==> config.mk <==
export PLATFORM = sky130hd
export DESIGN_NAME = bit_popcount_frame_acc
export DESIGN_NICKNAME = d
export VERILOG_FILES = /design/src/rtl/bit_popcount_pkg.sv /design/src/rtl/popcount_out_buf.sv /design/src/rtl/bit_popcount_frame_acc.sv
export SDC_FILE = /design/constraint.sdc
export NUM_CORES = 1
export LEC_CHECK = 0
export ABC_AREA = 1
export BUFFER_PORTS_ARGS = -buffer_cell sky130_fd_sc_hd__buf_2
export CELL_PAD_IN_SITES_DETAIL_PLACEMENT = 0
export CELL_PAD_IN_SITES_GLOBAL_PLACEMENT = 1
export CORE_ASPECT_RATIO = 1.25
export CORE_MARGIN = 2
export CORE_UTILIZATION = 42
export DETAILED_ROUTE_END_ITERATION = 16
export PLACE_DENSITY = 0.9
export SYNTH_ARGS = -nofsm -noshare
export SYNTH_HDL_FRONTEND = slang
export SYNTH_SLANG_ARGS = --single-unit
==> constraint.sdc <==
create_clock -name clk_i -period 2.5 [get_ports clk_i]
set_clock_uncertainty 0.2 [all_clocks]
set_input_delay 0.125 -clock clk_i [delete_from_list [all_inputs] [get_ports clk_i]]
set_output_delay 0.125 -clock clk_i [all_outputs]
set_load 0.01 [all_outputs]
==> src/rtl/bit_popcount_pkg.sv <==
// Shared widths and output-buffer state encoding for the popcount frame accumulator.
package bit_popcount_pkg;

    // Occupancy of the 2-entry output buffer
    typedef enum logic [1:0] {
        BUF_EMPTY = 2'd0,
        BUF_ONE   = 2'd1,
        BUF_FULL  = 2'd2
    } buf_state_e;

    // Width of a popcount of a WIDTH-bit word (0..WIDTH inclusive)
    function automatic int unsigned cnt_w(input int unsigned width);
        return $clog2(width) + 1;
    endfunction

    // Width of a frame sum; covers FRAME_LEN*WIDTH without wrap
    function automatic int unsigned sum_w(input int unsigned width, input int unsigned frame_len);
        return cnt_w(width) + $clog2(frame_len);
    endfunction

    // Beat counter width; at least one bit even for single-beat frames
    function automatic int unsigned beat_w(input int unsigned frame_len);
        return (frame_len > 1) ? $clog2(frame_len) : 1;
    endfunction

endpackage

==> src/rtl/popcount_out_buf.sv <==
// Two-entry output buffer (EMPTY/ONE/FULL) with valid/ready pop and sticky drop flag.
// data_o always presents the oldest entry; a push into a full buffer without a pop is dropped.
module popcount_out_buf
    import bit_popcount_pkg::*;
#(
    parameter int unsigned DW = 8
) (
    input  logic          clk_i,
    input  logic          srst_n_i,
    input  logic          push_i,
    input  logic [DW-1:0] push_data_i,
    input  logic          pop_ready_i,
    output logic [DW-1:0] data_o,
    output logic          valid_o,
    output logic          ovf_o
);

    buf_state_e    state_q, state_d;
    logic [DW-1:0] e0_q, e0_d;
    logic [DW-1:0] e1_q, e1_d;
    logic          valid_q, valid_d;
    logic          ovf_q, ovf_d;
    logic          pop_c;

    assign pop_c = valid_q & pop_ready_i;

    // Next-state logic: e0 is the head, e1 the second-oldest entry
    always_comb begin
        state_d = state_q;
        e0_d    = e0_q;
        e1_d    = e1_q;
        ovf_d   = ovf_q;
        case (state_q)
            BUF_EMPTY: begin
                if (push_i) begin
                    e0_d    = push_data_i;
                    state_d = BUF_ONE;
                end
            end
            BUF_ONE: begin
                if (push_i && pop_c) begin
                    e0_d = push_data_i;
                end else if (push_i) begin
                    e1_d    = push_data_i;
                    state_d = BUF_FULL;
                end else if (pop_c) begin
                    state_d = BUF_EMPTY;
                end
            end
            BUF_FULL: begin
                if (pop_c) begin
                    e0_d = e1_q;
                    if (push_i) begin
                        e1_d = push_data_i;
                    end else begin
                        state_d = BUF_ONE;
                    end
                end else if (push_i) begin
                    ovf_d = 1'b1;
                end
            end
            default: begin
                state_d = BUF_EMPTY;
            end
        endcase
        valid_d = (state_d != BUF_EMPTY);
    end

    // State and storage registers with synchronous active-low reset
    always_ff @(posedge clk_i) begin
        if (!srst_n_i) begin
            state_q <= BUF_EMPTY;
            e0_q    <= '0;
            e1_q    <= '0;
            valid_q <= 1'b0;
            ovf_q   <= 1'b0;
        end else begin
            state_q <= state_d;
            e0_q    <= e0_d;
            e1_q    <= e1_d;
            valid_q <= valid_d;
            ovf_q   <= ovf_d;
        end
    end

    assign data_o  = e0_q;
    assign valid_o = valid_q;
    assign ovf_o   = ovf_q;

endmodule

==> src/rtl/bit_popcount_frame_acc.sv <==
// Sums FRAME_LEN valid popcount beats into one frame result and queues it in a 2-entry buffer.
// Optional feature macro: POPCNT_ACC_THRESH_EN adds thresh_i/above_o and a per-entry
// above-threshold flag sampled on the push cycle.
module bit_popcount_frame_acc
    import bit_popcount_pkg::*;
#(
    parameter  int unsigned WIDTH     = 24,
    parameter  int unsigned FRAME_LEN = 8,
    localparam int unsigned CNT_W     = cnt_w(WIDTH),
    localparam int unsigned SUM_W     = sum_w(WIDTH, FRAME_LEN)
) (
    input  logic             clk_i,
    input  logic             srst_n_i,
    input  logic [CNT_W-1:0] cnt_i,
    input  logic             cnt_val_i,
`ifdef POPCNT_ACC_THRESH_EN
    input  logic [SUM_W-1:0] thresh_i,
    output logic             above_o,
`endif
    output logic [SUM_W-1:0] sum_o,
    output logic             sum_val_o,
    input  logic             sum_ready_i,
    output logic             ovf_o
);

    localparam int unsigned     BEAT_W    = beat_w(FRAME_LEN);
    localparam logic [BEAT_W-1:0] LAST_BEAT = BEAT_W'(FRAME_LEN - 1);
`ifdef POPCNT_ACC_THRESH_EN
    localparam int unsigned ENT_W = SUM_W + 1;
`else
    localparam int unsigned ENT_W = SUM_W;
`endif

    logic [SUM_W-1:0]  acc_q, acc_d;
    logic [BEAT_W-1:0] beat_q, beat_d;
    logic [SUM_W-1:0]  result_c;
    logic              push_c;
    logic [ENT_W-1:0]  push_data_c;
    logic [ENT_W-1:0]  head_data;

    // Accumulate valid beats; the final beat of a frame emits acc+cnt and restarts the frame
    always_comb begin
        acc_d    = acc_q;
        beat_d   = beat_q;
        push_c   = 1'b0;
        result_c = acc_q + SUM_W'(cnt_i);
        if (cnt_val_i) begin
            if (beat_q == LAST_BEAT) begin
                push_c = 1'b1;
                acc_d  = '0;
                beat_d = '0;
            end else begin
                acc_d  = result_c;
                beat_d = beat_q + BEAT_W'(1);
            end
        end
    end

    // Accumulator and beat counter; reset discards any partial frame
    always_ff @(posedge clk_i) begin
        if (!srst_n_i) begin
            acc_q  <= '0;
            beat_q <= '0;
        end else begin
            acc_q  <= acc_d;
            beat_q <= beat_d;
        end
    end

`ifdef POPCNT_ACC_THRESH_EN
    assign push_data_c = {(result_c >= thresh_i), result_c};
`else
    assign push_data_c = result_c;
`endif

    popcount_out_buf #(
        .DW (ENT_W)
    ) u_out_buf (
        .clk_i       (clk_i),
        .srst_n_i    (srst_n_i),
        .push_i      (push_c),
        .push_data_i (push_data_c),
        .pop_ready_i (sum_ready_i),
        .data_o      (head_data),
        .valid_o     (sum_val_o),
        .ovf_o       (ovf_o)
    );

    assign sum_o = head_data[SUM_W-1:0];
`ifdef POPCNT_ACC_THRESH_EN
    assign above_o = head_data[SUM_W];
`endif

endmodule
# After elaboration in Yosys (flattened, before gate mapping)
# Cells that the tools add are included.
word_totals:
  ff_bits: 34
  inputBits: 10
op_classes:
  eq_ne: 7
  n_reduce_logical: 8
  n_addsub: 2
  bitwise: 2
  mux: 19
op_table:
  columns: ["operator", "n"]
  rows:
  - ["two-way mux 9 bit", 7]
  - ["one-hot mux 9 bit (3 select lines)", 1]
  - ["one-hot mux 9 bit (2 select lines)", 1]
  - ["two-way mux 2 bit", 6]
  - ["adder 9 x 6 -> 9 bit", 1]
  - ["inequality test 2 x 1 -> 1 bit (second input constant)", 3]
  - ["one-hot mux 2 bit (3 select lines)", 1]
  - ["AND reduction 3 bit", 2]
  - ["AND reduction 4 bit", 1]
  - ["nonzero test 2 bit", 2]
  - ["adder 3 x 1 -> 3 bit (second input constant)", 1]
  - ["equality test 3 bit (second input constant)", 1]
  - ["two-way mux 3 bit", 1]
  - ["nonzero test 3 bit", 1]
  - ["equality test 2 x 1 -> 1 bit (second input constant)", 1]
  - ["equality test 2 bit (second input constant)", 1]
  - ["zero test 2 bit", 1]
  - ["two-way mux 1 bit", 2]
  - ["inequality test 2 bit (second input constant)", 1]
  - ["AND 1 bit", 1]
  - ["logical AND 1 bit", 1]
  - ["NOT 1 bit", 1]

# Logic depth before layout (Yosys ltp)
# Gate-level depths: netlist of the first run.
depth:
  depth_word: 7
  ltp_mapped: 11
  mapped_depth_nobuf: 11

# Cells and area by module
# Synthesis of the first run repeated with hierarchy kept, for this count alone.
unflattened:
  hier_cells: 291
  area_unflattened_um2: 1955.6
by_module_without_submodules:
  columns: ["module", "cells_each", "area_each_um2", "n_inst", "seq_area_each_um2"]
  rows:
  - ["popcount_out_buf", 170, 1121.1, 1, 440.4]
  - ["bit_popcount_frame_acc", 121, 834.6, 1, 240.2]

# Worst setup path after synthesis of the first run
# Ideal clock, no wire load.
synth_timing:
  kind: "reg-to-reg"
  start: "reg acc_q[0]"
  end: "reg u_out_buf.e1_q[6]"
  path_buffers: 0
  period_less_slack_ns: 1.737
  path_stages_with_launch: 11
  required_ns: 2.191
  setup_slack_ns: 0.763
  arrival_time_ns: 1.428
  path_cell_list: "dfxtp_1 ha_1 fa_1 nand2_1 nand2_1 nand3b_1 nand3b_1 nand2_1 nand2_1 nand2_1 inv_1"
synth_via:
  elab_chain_len: 4
  word_cells_on_any_way: 5
  classes_between: "add/sub (1); mux (4)"
synth_lines:
  columns: ["element", "line", "source"]
  rows:
  - ["start: declaration", "bit_popcount_frame_acc.sv:34", "logic [SUM_W-1:0] acc_q, acc_d;"]
  - ["start signal: assignment", "bit_popcount_frame_acc.sv:62", "acc_q <= '0;"]
  - ["start signal: assignment", "bit_popcount_frame_acc.sv:65", "acc_q <= acc_d;"]
  - ["adder 9 x 6 -> 9 bit (*)", "bit_popcount_frame_acc.sv:46", "result_c = acc_q + SUM_W'(cnt_i);"]
  - ["two-way mux 9 bit (*)", "popcount_out_buf.sv:43, popcount_out_buf.sv:53", null]
  - ["two-way mux 9 bit, on equally long branches", "popcount_out_buf.sv:51, popcount_out_buf.sv:41", null]
  - ["one-hot mux 9 bit (2 select lines) (*)", "popcount_out_buf.sv:33", "case (state_q)"]
  - ["end signal: assignment", "popcount_out_buf.sv:74", "e1_q <= '0;"]
  - ["end signal: assignment", "popcount_out_buf.sv:80", "e1_q <= e1_d;"]
  - ["end: declaration", "popcount_out_buf.sv:20", "logic [DW-1:0] e1_q, e1_d;"]
# Mark *: on every way between the ends. The rest lies on a longest branch, timed or not. The select of a mux whose other input is x is not followed.
# A chain may end at the register's enable or synchronous reset.

# Worst setup path after layout of the first run
layout_timing:
  start: "reg u_out_buf.state_q[0]"
  end: "reg u_out_buf.e0_q[6] (netlist: u_out_buf.data_o[6])"
layout_via:
  elab_chain_len: 3
  word_cells_on_any_way: 9
  classes_between: "eq/ne (5); mux (1); reduce/logical (3)"
layout_lines:
  columns: ["element", "line", "source"]
  rows:
  - ["start: declaration", "popcount_out_buf.sv:18", "buf_state_e state_q, state_d;"]
  - ["start signal: assignment", "popcount_out_buf.sv:78", "state_q <= state_d;"]
  - ["equality test 2 x 1 -> 1 bit, or another cell as far along", "popcount_out_buf.sv:33", null]
  - ["inequality test 2 x 1 -> 1 bit (no source line) / nonzero test 3 bit (equally long branches)", null, null]
  - ["AND reduction 4 bit (no source line)", null, null]
  - ["end signal: assignment", "popcount_out_buf.sv:73", "e0_q <= '0;"]
  - ["end signal: assignment", "popcount_out_buf.sv:79", "e0_q <= e0_d;"]
  - ["end: declaration", "popcount_out_buf.sv:19", "logic [DW-1:0] e0_q, e0_d;"]
# Parallel ways exist; a longest one is shown, timed or not.

==> flow_summary_export.csv, run 1 <==
group,metric,value,unit
outcome,status,"finished clean",
job,max-cap-violations,0,
grt,overflow,0,
critical_path,endpoint_kind,"register",
sta,tns,0,ns
synthesis,syn_nets,280,
grt,grt_max_degree,19,
sta,rsz0062_at_grt,"false",
placed_design,dp_slack,0.5260,ns
power_and_ir_drop,vdd_drop_max,0.3348,mV
drt,vias_per_cell,4.914,
clock_network,worstSkewPairLatency,0.28,ns
critical_path,worstPathCellList,"inv_1 > ha_1 > nand2_1 > nand2_1 > inv_1 > nand2_4 > inv_4 > o21ai_1 > a21oi_1",
drt,route.vias.total,1666,
sta,max-slew-margin-rel,61.67,%
placed_design,place_area,0.001992,sq mm
grt,grt_antenna_before_repair,0,
sta,final-max-slew-violation-count,0,
clock_network,numCtsBuffers,5,
sta,tightest_slew,0.5714,ns
critical_path,cpPeakStageDelay,0.50,ns
critical_path,r2r_slack,0.46,ns
sta,setup_violations,0,
critical_path,r2r-end,"u_out_buf.data_o[6]",
layout,drive_gt1_share,14.59,%
power_and_ir_drop,p_total,1.158,mW
clock_network,clk_pin_slew_worst_paths,0.07,ns
die,placeableCoreArea,0.004324,sq mm
clock_network,cts_sinks,34,
die,ioPinCount,21,
clock_network,post_cts_buffers,0,
die,die_h,78.22,microns
sta,final.period_utilization,81.47,%
critical_path,cp.arrival,2.01,ns
layout,final_area,0.002093,sq mm
die,num_rows,27,
synthesis,synth-seq-cells,34,
placed_design,place_congestion,0.8509,
critical_path,critPathBufInv,3,
grt,grt_usage,18.09,%
layout,area_growth,13.12,%
critical_path,start_kind,"register",
sta,fin_crit,2.037,ns
layout,antenna_cells,0,
synthesis,synth.distinct_cells,32,
drt,drt_iter0_drc,77,
drt,wire_per_inst,11.50,microns
drt,antenna_left,0,
layout,final_core_util,48.41,%
die,die_w,63.37,microns
drt,routed_wl,3897,microns
critical_path,r2r-start,"u_out_buf.state_q[0]",
synthesis,yosysSeqAreaShare,36.78,%
critical_path,crit_end,"u_out_buf.data_o[6]",
layout,final_common_cell,"nand2_1",
critical_path,cp.depth,9,
power_and_ir_drop,p_per_area,553.1,mW/mm^2
die,initial_core_util,42.80,%
critical_path,cp.required,2.47,ns
synthesis,synth_area,0.001851,sq mm
clock_network,clk_path_buf_depth,2,
min_path,hp-class,"primary input to register",
synthesis,postSynthCellCount,257,
layout,final_cells,339,
clock_network,h-tree-depth,2,
sta,fin_ws,0.4632,ns
drt,drc_errors,0,
die,die_area,0.004956,sq mm
sta,fmax,491.0,MHz
sta,hold_viol,0,
clock_network,cts_root_buf,"clkbuf_8",
layout,nets,303,
sta,holdWs,0.005319,ns
placed_design,portBuffers,20,
power_and_ir_drop,power.leakage,1.035,nW
layout,fillers,471,
critical_path,worstSetupPathType,"register to register",
critical_path,ff2ff_path_depth,9,
synthesis,ys_warn_count,0,
critical_path,crit_fanout,16,
clock_network,cts_tree,"done",
critical_path,slowest_stage,"ha_1",
critical_path,crit_path_start,"u_out_buf.state_q[0]",
placed_design,dp.final_hpwl,2803,microns
grt,grt_pass1_wl,7231,microns
synthesis,synth_area_per_cell,7.200,sq um
grt,grt_pass1_vias,1610,
drt,dr.pass1.iters,4,
critical_path,path_delay_family,"adder cells",
placed_design,placed_cells,330,
layout,mostFrequentLayoutCells,"nand2_1, dfxtp_1, a21oi_1, inv_1, nor2_1",
cells by family after synthesis:
group	after synthesis	synth area share (%)
AO/OA/AOI/OAI	54	15.69
AND/OR/NAND/NOR	118	29.01
flip-flops	34	36.78
buffers and inverters	36	8.383
XOR/XNOR	2	0.9468
adder cells (fa/ha/maj)	13	9.195
report_power, final:
part	leakage [nW]	switching, mW	internal, mW
Combinational	0.711	0.104	0.0616
Sequential	0.276	0.0104	0.558
Clock	0.0482	0.202	0.222
synthesized netlist by cell type, drive strengths merged:
cell / n / area, sq um
nand2: 68 / 277.8
dfxtp: 34 / 680.7
a21oi: 29 / 148.9
inv: 28 / 107.6
nor2: 25 / 110.1
o21ai: 21 / 112.6
nand3: 19 / 107.6
ha: 12 / 150.1
buf: 5 / 35.03
nand3b: 3 / 22.52
clkinv: 2 / 8.750
xor2: 2 / 17.52
a211oi: 1 / 7.510
a21o: 1 / 7.510
and3: 1 / 6.260
clkbuf: 1 / 3.750
fa: 1 / 20.02
nand4: 1 / 6.260
o21a: 1 / 7.510
o22ai: 1 / 6.260
or2: 1 / 6.260
registers in the layout, indices dropped and copies added (netlist names):
signal / count
u_out_buf.state_q: 2
u_out_buf.e1_q: 9
u_out_buf.ovf_o: 1
acc_q: 9
u_out_buf.valid_o: 1
beat_q: 3
u_out_buf.data_o: 9
metal layers:
layer / track usage [%] / up-vias / share of wire [%]
li1: - / 877 / -
met1: 22.31 / 751 / 48
met2: 29.79 / 32 / 46
met3: 4.298 / 6 / 3.9
met4: 8.043 / 0 / 2.1
met5: 0 / - / 0
final cells by class:
type                            count  area, sq um  area share [%]
Clock buffer                        7        86.33           4.124
Clock inverter                      1        5.005          0.2391
Inverter                           30        116.4           5.559
Multi-Input combinational cell    187         1015           48.48
Sequential cell                    34        680.7           32.52
Tap cell                           58        72.57           3.467
Timing Repair Buffer               22        117.6           5.619
worst reg2reg max path, cell delays in order, from the launching register on:
cell	delay (ns)
dfxtp_1	0.35
inv_1	0.11
ha_1	0.50
nand2_1	0.20
nand2_1	0.10
inv_1	0.06
nand2_4	0.13
inv_4	0.08
o21ai_1	0.14
a21oi_1	0.06
how the worst min path moves through the flow:
stage | from | to | slack, ns | cells after the start
2_1_floorplan | cnt_val_i | beat_q[0] | 0.02 | 1
3_3_place_gp | cnt_val_i | beat_q[0] | 0.17 | 2
3_5_place_dp | cnt_val_i | beat_q[0] | 0.17 | 2
4_1_cts | srst_n_i | u_out_buf.e1_q[4] | 0.01 | 3
5_1_grt | srst_n_i | u_out_buf.e1_q[4] | 0.03 | 3
6_report | srst_n_i | u_out_buf.e1_q[4] | 0.005 | 3
what timing repair did:
item | CTS | global route
hold buffers | 1 | 0
hold endpoints to repair | 2 | 0
resized for setup | 0 | 0
No activity file was read; power rests on OpenSTA's default activity.
==> inputs of run 2 (changes only) <==
ABC_AREA = 0   (was 1)
CORE_UTILIZATION = 40   (was 42)
PLACE_DENSITY = 0.86   (was 0.9)
clock period = 1.7 ns   (was 2.5 ns; I/O delays follow)
==> run 2 against run 1 <==
Effect of this change: the run now ends with setup timing left; hold slack improved by 0.033 ns; sequential cell count did not move; register-to-register slack got worse by 0.78 ns; clock power rose by 39%; clock-buffer cell count fell by 1; non-clock buffer count rose by 39; die area rose by 7.0%; synthesized cell count fell by 18%; wire length rose by 15%; total power rose by 70%; critical path type unchanged; critical endpoint is now u_out_buf.valid_o; largest cell class unchanged; highest routed layer unchanged.
==> flow_summary_export.csv, run 2 <==
group,metric,value,unit
outcome,status,"finished, violations left",
outcome,violations,"setup timing",
grt,grt_max_degree,36,
sta,max-slew-margin-rel,62.01,%
grt,grt_pass1_wl,7493,microns
grt,use_met1,21.91,%
synthesis,async_flop_share,0,%
synthesis,postSynthCellCount,211,
grt,grt_pass1_vias,1686,
critical_path,crit_fanout,2,
synthesis,synth_top_cell_area_share,35.96,%
drt,antenna_left,0,
sta,setup_violations,27,
placed_design,portBuffers,20,
power_and_ir_drop,p_per_area,719.2,mW/mm^2
layout,fillers,427,
synthesis,synth_area,0.001893,sq mm
sta,fin_ws,-0.3186,ns
grt,grt_antenna_before_repair,0,
critical_path,crit_path_start,"beat_q[1]",
synthesis,synthTopCellsByArea,"dfxtp_1, ha_1, mux2i_1",
die,placeableCoreArea,0.004659,sq mm
synthesis,ys_warn_count,0,
grt,grt_usage,18.16,%
die,initial_core_util,40.63,%
sta,holdWs,0.03864,ns
sta,hold_viol,0,
clock_network,cts_hold_buf,0,
layout,final_common_cell,"buf_4",
synthesis,synth_area_per_cell,8.972,sq um
layout,mostFrequentLayoutCells,"buf_4, dfxtp_1, buf_2, nand2_1, nor2b_1",
synthesis,synth_common_cells,"dfxtp_1, nand2_1, a21oi_1",
placed_design,place_congestion,0.8493,
synthesis,synth-edff-count,0,
sta,final-max-slew-violation-count,0,
drt,vias_per_cell,5.264,
critical_path,cp.arrival,1.98,ns
grt,grt_use_met2,32.04,%
critical_path,cpPeakStageDelay,0.33,ns
layout,multi_input_area,0.001410,sq mm
drt,routed_wl,4488,microns
sta,tns,-4.527,ns
power_and_ir_drop,vdd_drop_max,0.3543,mV
synthesis,ys.flop_type,"dfxtp_1",
critical_path,path_delay_family,"compound AO/OA/AOI/OAI gates",
layout,final_core_util,58.75,%
critical_path,cp.required,1.66,ns
synthesis,synth.distinct_cells,44,
drt,route.vias.total,1716,
job,max-cap-violations,0,
clock_network,clk_pin_slew_worst_paths,0.06,ns
sta,fin_crit,2.019,ns
drt,drc_errors,0,
drt,dr.pass1.iters,4,
min_path,hp-class,"primary input to register",
layout,drive_gt1_share,43.98,%
clock_network,worstSkewPairLatency,0.29,ns
critical_path,critPathBufInv,0,
min_path,hold_path.startpoint,"cnt_i[0]",
synthesis,yosysSeqAreaShare,35.96,%
grt,overflow,0,
layout,area_growth,44.61,%
layout,antenna_cells,0,
critical_path,worstSetupPathType,"register to register",
clock_network,h-tree-depth,2,
grt,met3_usage,3.186,%
critical_path,endpoint_kind,"register",
critical_path,worstPathCellList,"ha_4 > ha_4 > and2_4 > or2_1 > a311o_1 > a222oi_1 > a21oi_1",
layout,nets,290,
critical_path,start_kind,"register",
critical_path,crit_path_frequent_cell,"ha_4",
sta,final.period_utilization,118.7,%
drt,wire_per_inst,13.77,microns
clock_network,cts_root_buf,"clkbuf_8",
synthesis,yosys.area.top_type,"dfxtp_1",
power_and_ir_drop,power.leakage,1.124,nW
die,die_area,0.005302,sq mm
grt,top_usage_layer,"met2",
drt,drt_iter0_drc,44,
power_and_ir_drop,p_total,1.969,mW
sta,tightest_slew,0.5698,ns
die,die_w,65.53,microns
layout,register_area,693.2,sq um
placed_design,dp_slack,-0.3387,ns
synthesis,syn_nets,234,
sta,rsz0062_at_grt,"true",
synthesis,synth-seq-cells,34,
die,num_rows,28,
placed_design,dp.final_hpwl,2980,microns
critical_path,slowest_stage,"dfxtp_2",
clock_network,numCtsBuffers,5,
sta,fmax,495.4,MHz
clock_network,cts_sinks,34,
synthesis,synth_most_common_cell,"dfxtp_1",
clock_network,cts_tree,"done",
clock_network,clk_path_buf_depth,2,
die,ioPinCount,21,
critical_path,r2r-start,"beat_q[1]",
die,die_h,80.92,microns
run 2: worst paths after layout:
path                                             to  slack, ns  depth (start not counted)
worst min register to register  u_out_buf.data_o[8]       0.26                          2
worst max-delay path              u_out_buf.valid_o      -0.32                          7
worst min-delay path              u_out_buf.e1_q[0]       0.04                          4
worst max register to register    u_out_buf.valid_o      -0.32                          7
run 2: kinds of logic (layout without fill, tap and decap cells):
logic type | after synthesis | in the layout | share of synthesized area (%)
and+or+nand+nor | 65 | 66 | 18.44
AOI/OAI and AO/OA | 56 | 56 | 20.29
DFF | 34 | 34 | 35.95
buffers and inverters | 22 | 76 | 5.552
muxes | 15 | 15 | 7.997
adders and majority gates | 13 | 13 | 8.989
xor gates and xnor gates | 6 | 6 | 2.776
run 2: final cells by class:
class,count,area share [%]
multi-input combinational,156,51.51
sequential,34,25.32
timing repair buffer,61,16.18
clock buffer,6,3.016
tap,60,2.742
inverter,9,1.234
run 2: tightest hold or removal path: cells and delay by family:
kind / cells / cell delay (ns)
adders and majority gates: 1 / 0.14
buffers and inverters: 1 / 0.11
muxes: 1 / 0.06
and+or+nand+nor: 1 / 0.09
run 2: timing repair:
item                                   in CTS  in global routing
resized for setup                          30                 20
endpoints found under the hold margin       0                  0
cloned                                      1                  0
pin swaps                                  16                 13
buffers inserted                            4                  4
setup endpoints to repair                  28                 28
run 2: layer usage:
metal,share of wire [%],wire length (microns)
met3,2.3,105
met2,52,2312
met1,45,1999
met5,0,0
met4,1.6,70
run 2: metrics by stage:
stage               std cells  area (sq um)
CTS                       323          2608
global route              326          2738
finish                    326          2738
detailed placement        313          2387
floorplan                 211          2011
global placement          313          2387
run 2: power by group:
group,internal [mW],switching (mW),leakage (nW),total [mW]
Sequential,0.823,0.0220,0.279,0.845
Clock,0.312,0.276,0.0431,0.588
Combinational,0.287,0.249,0.802,0.536
Total,1.42,0.547,1.12,1.97
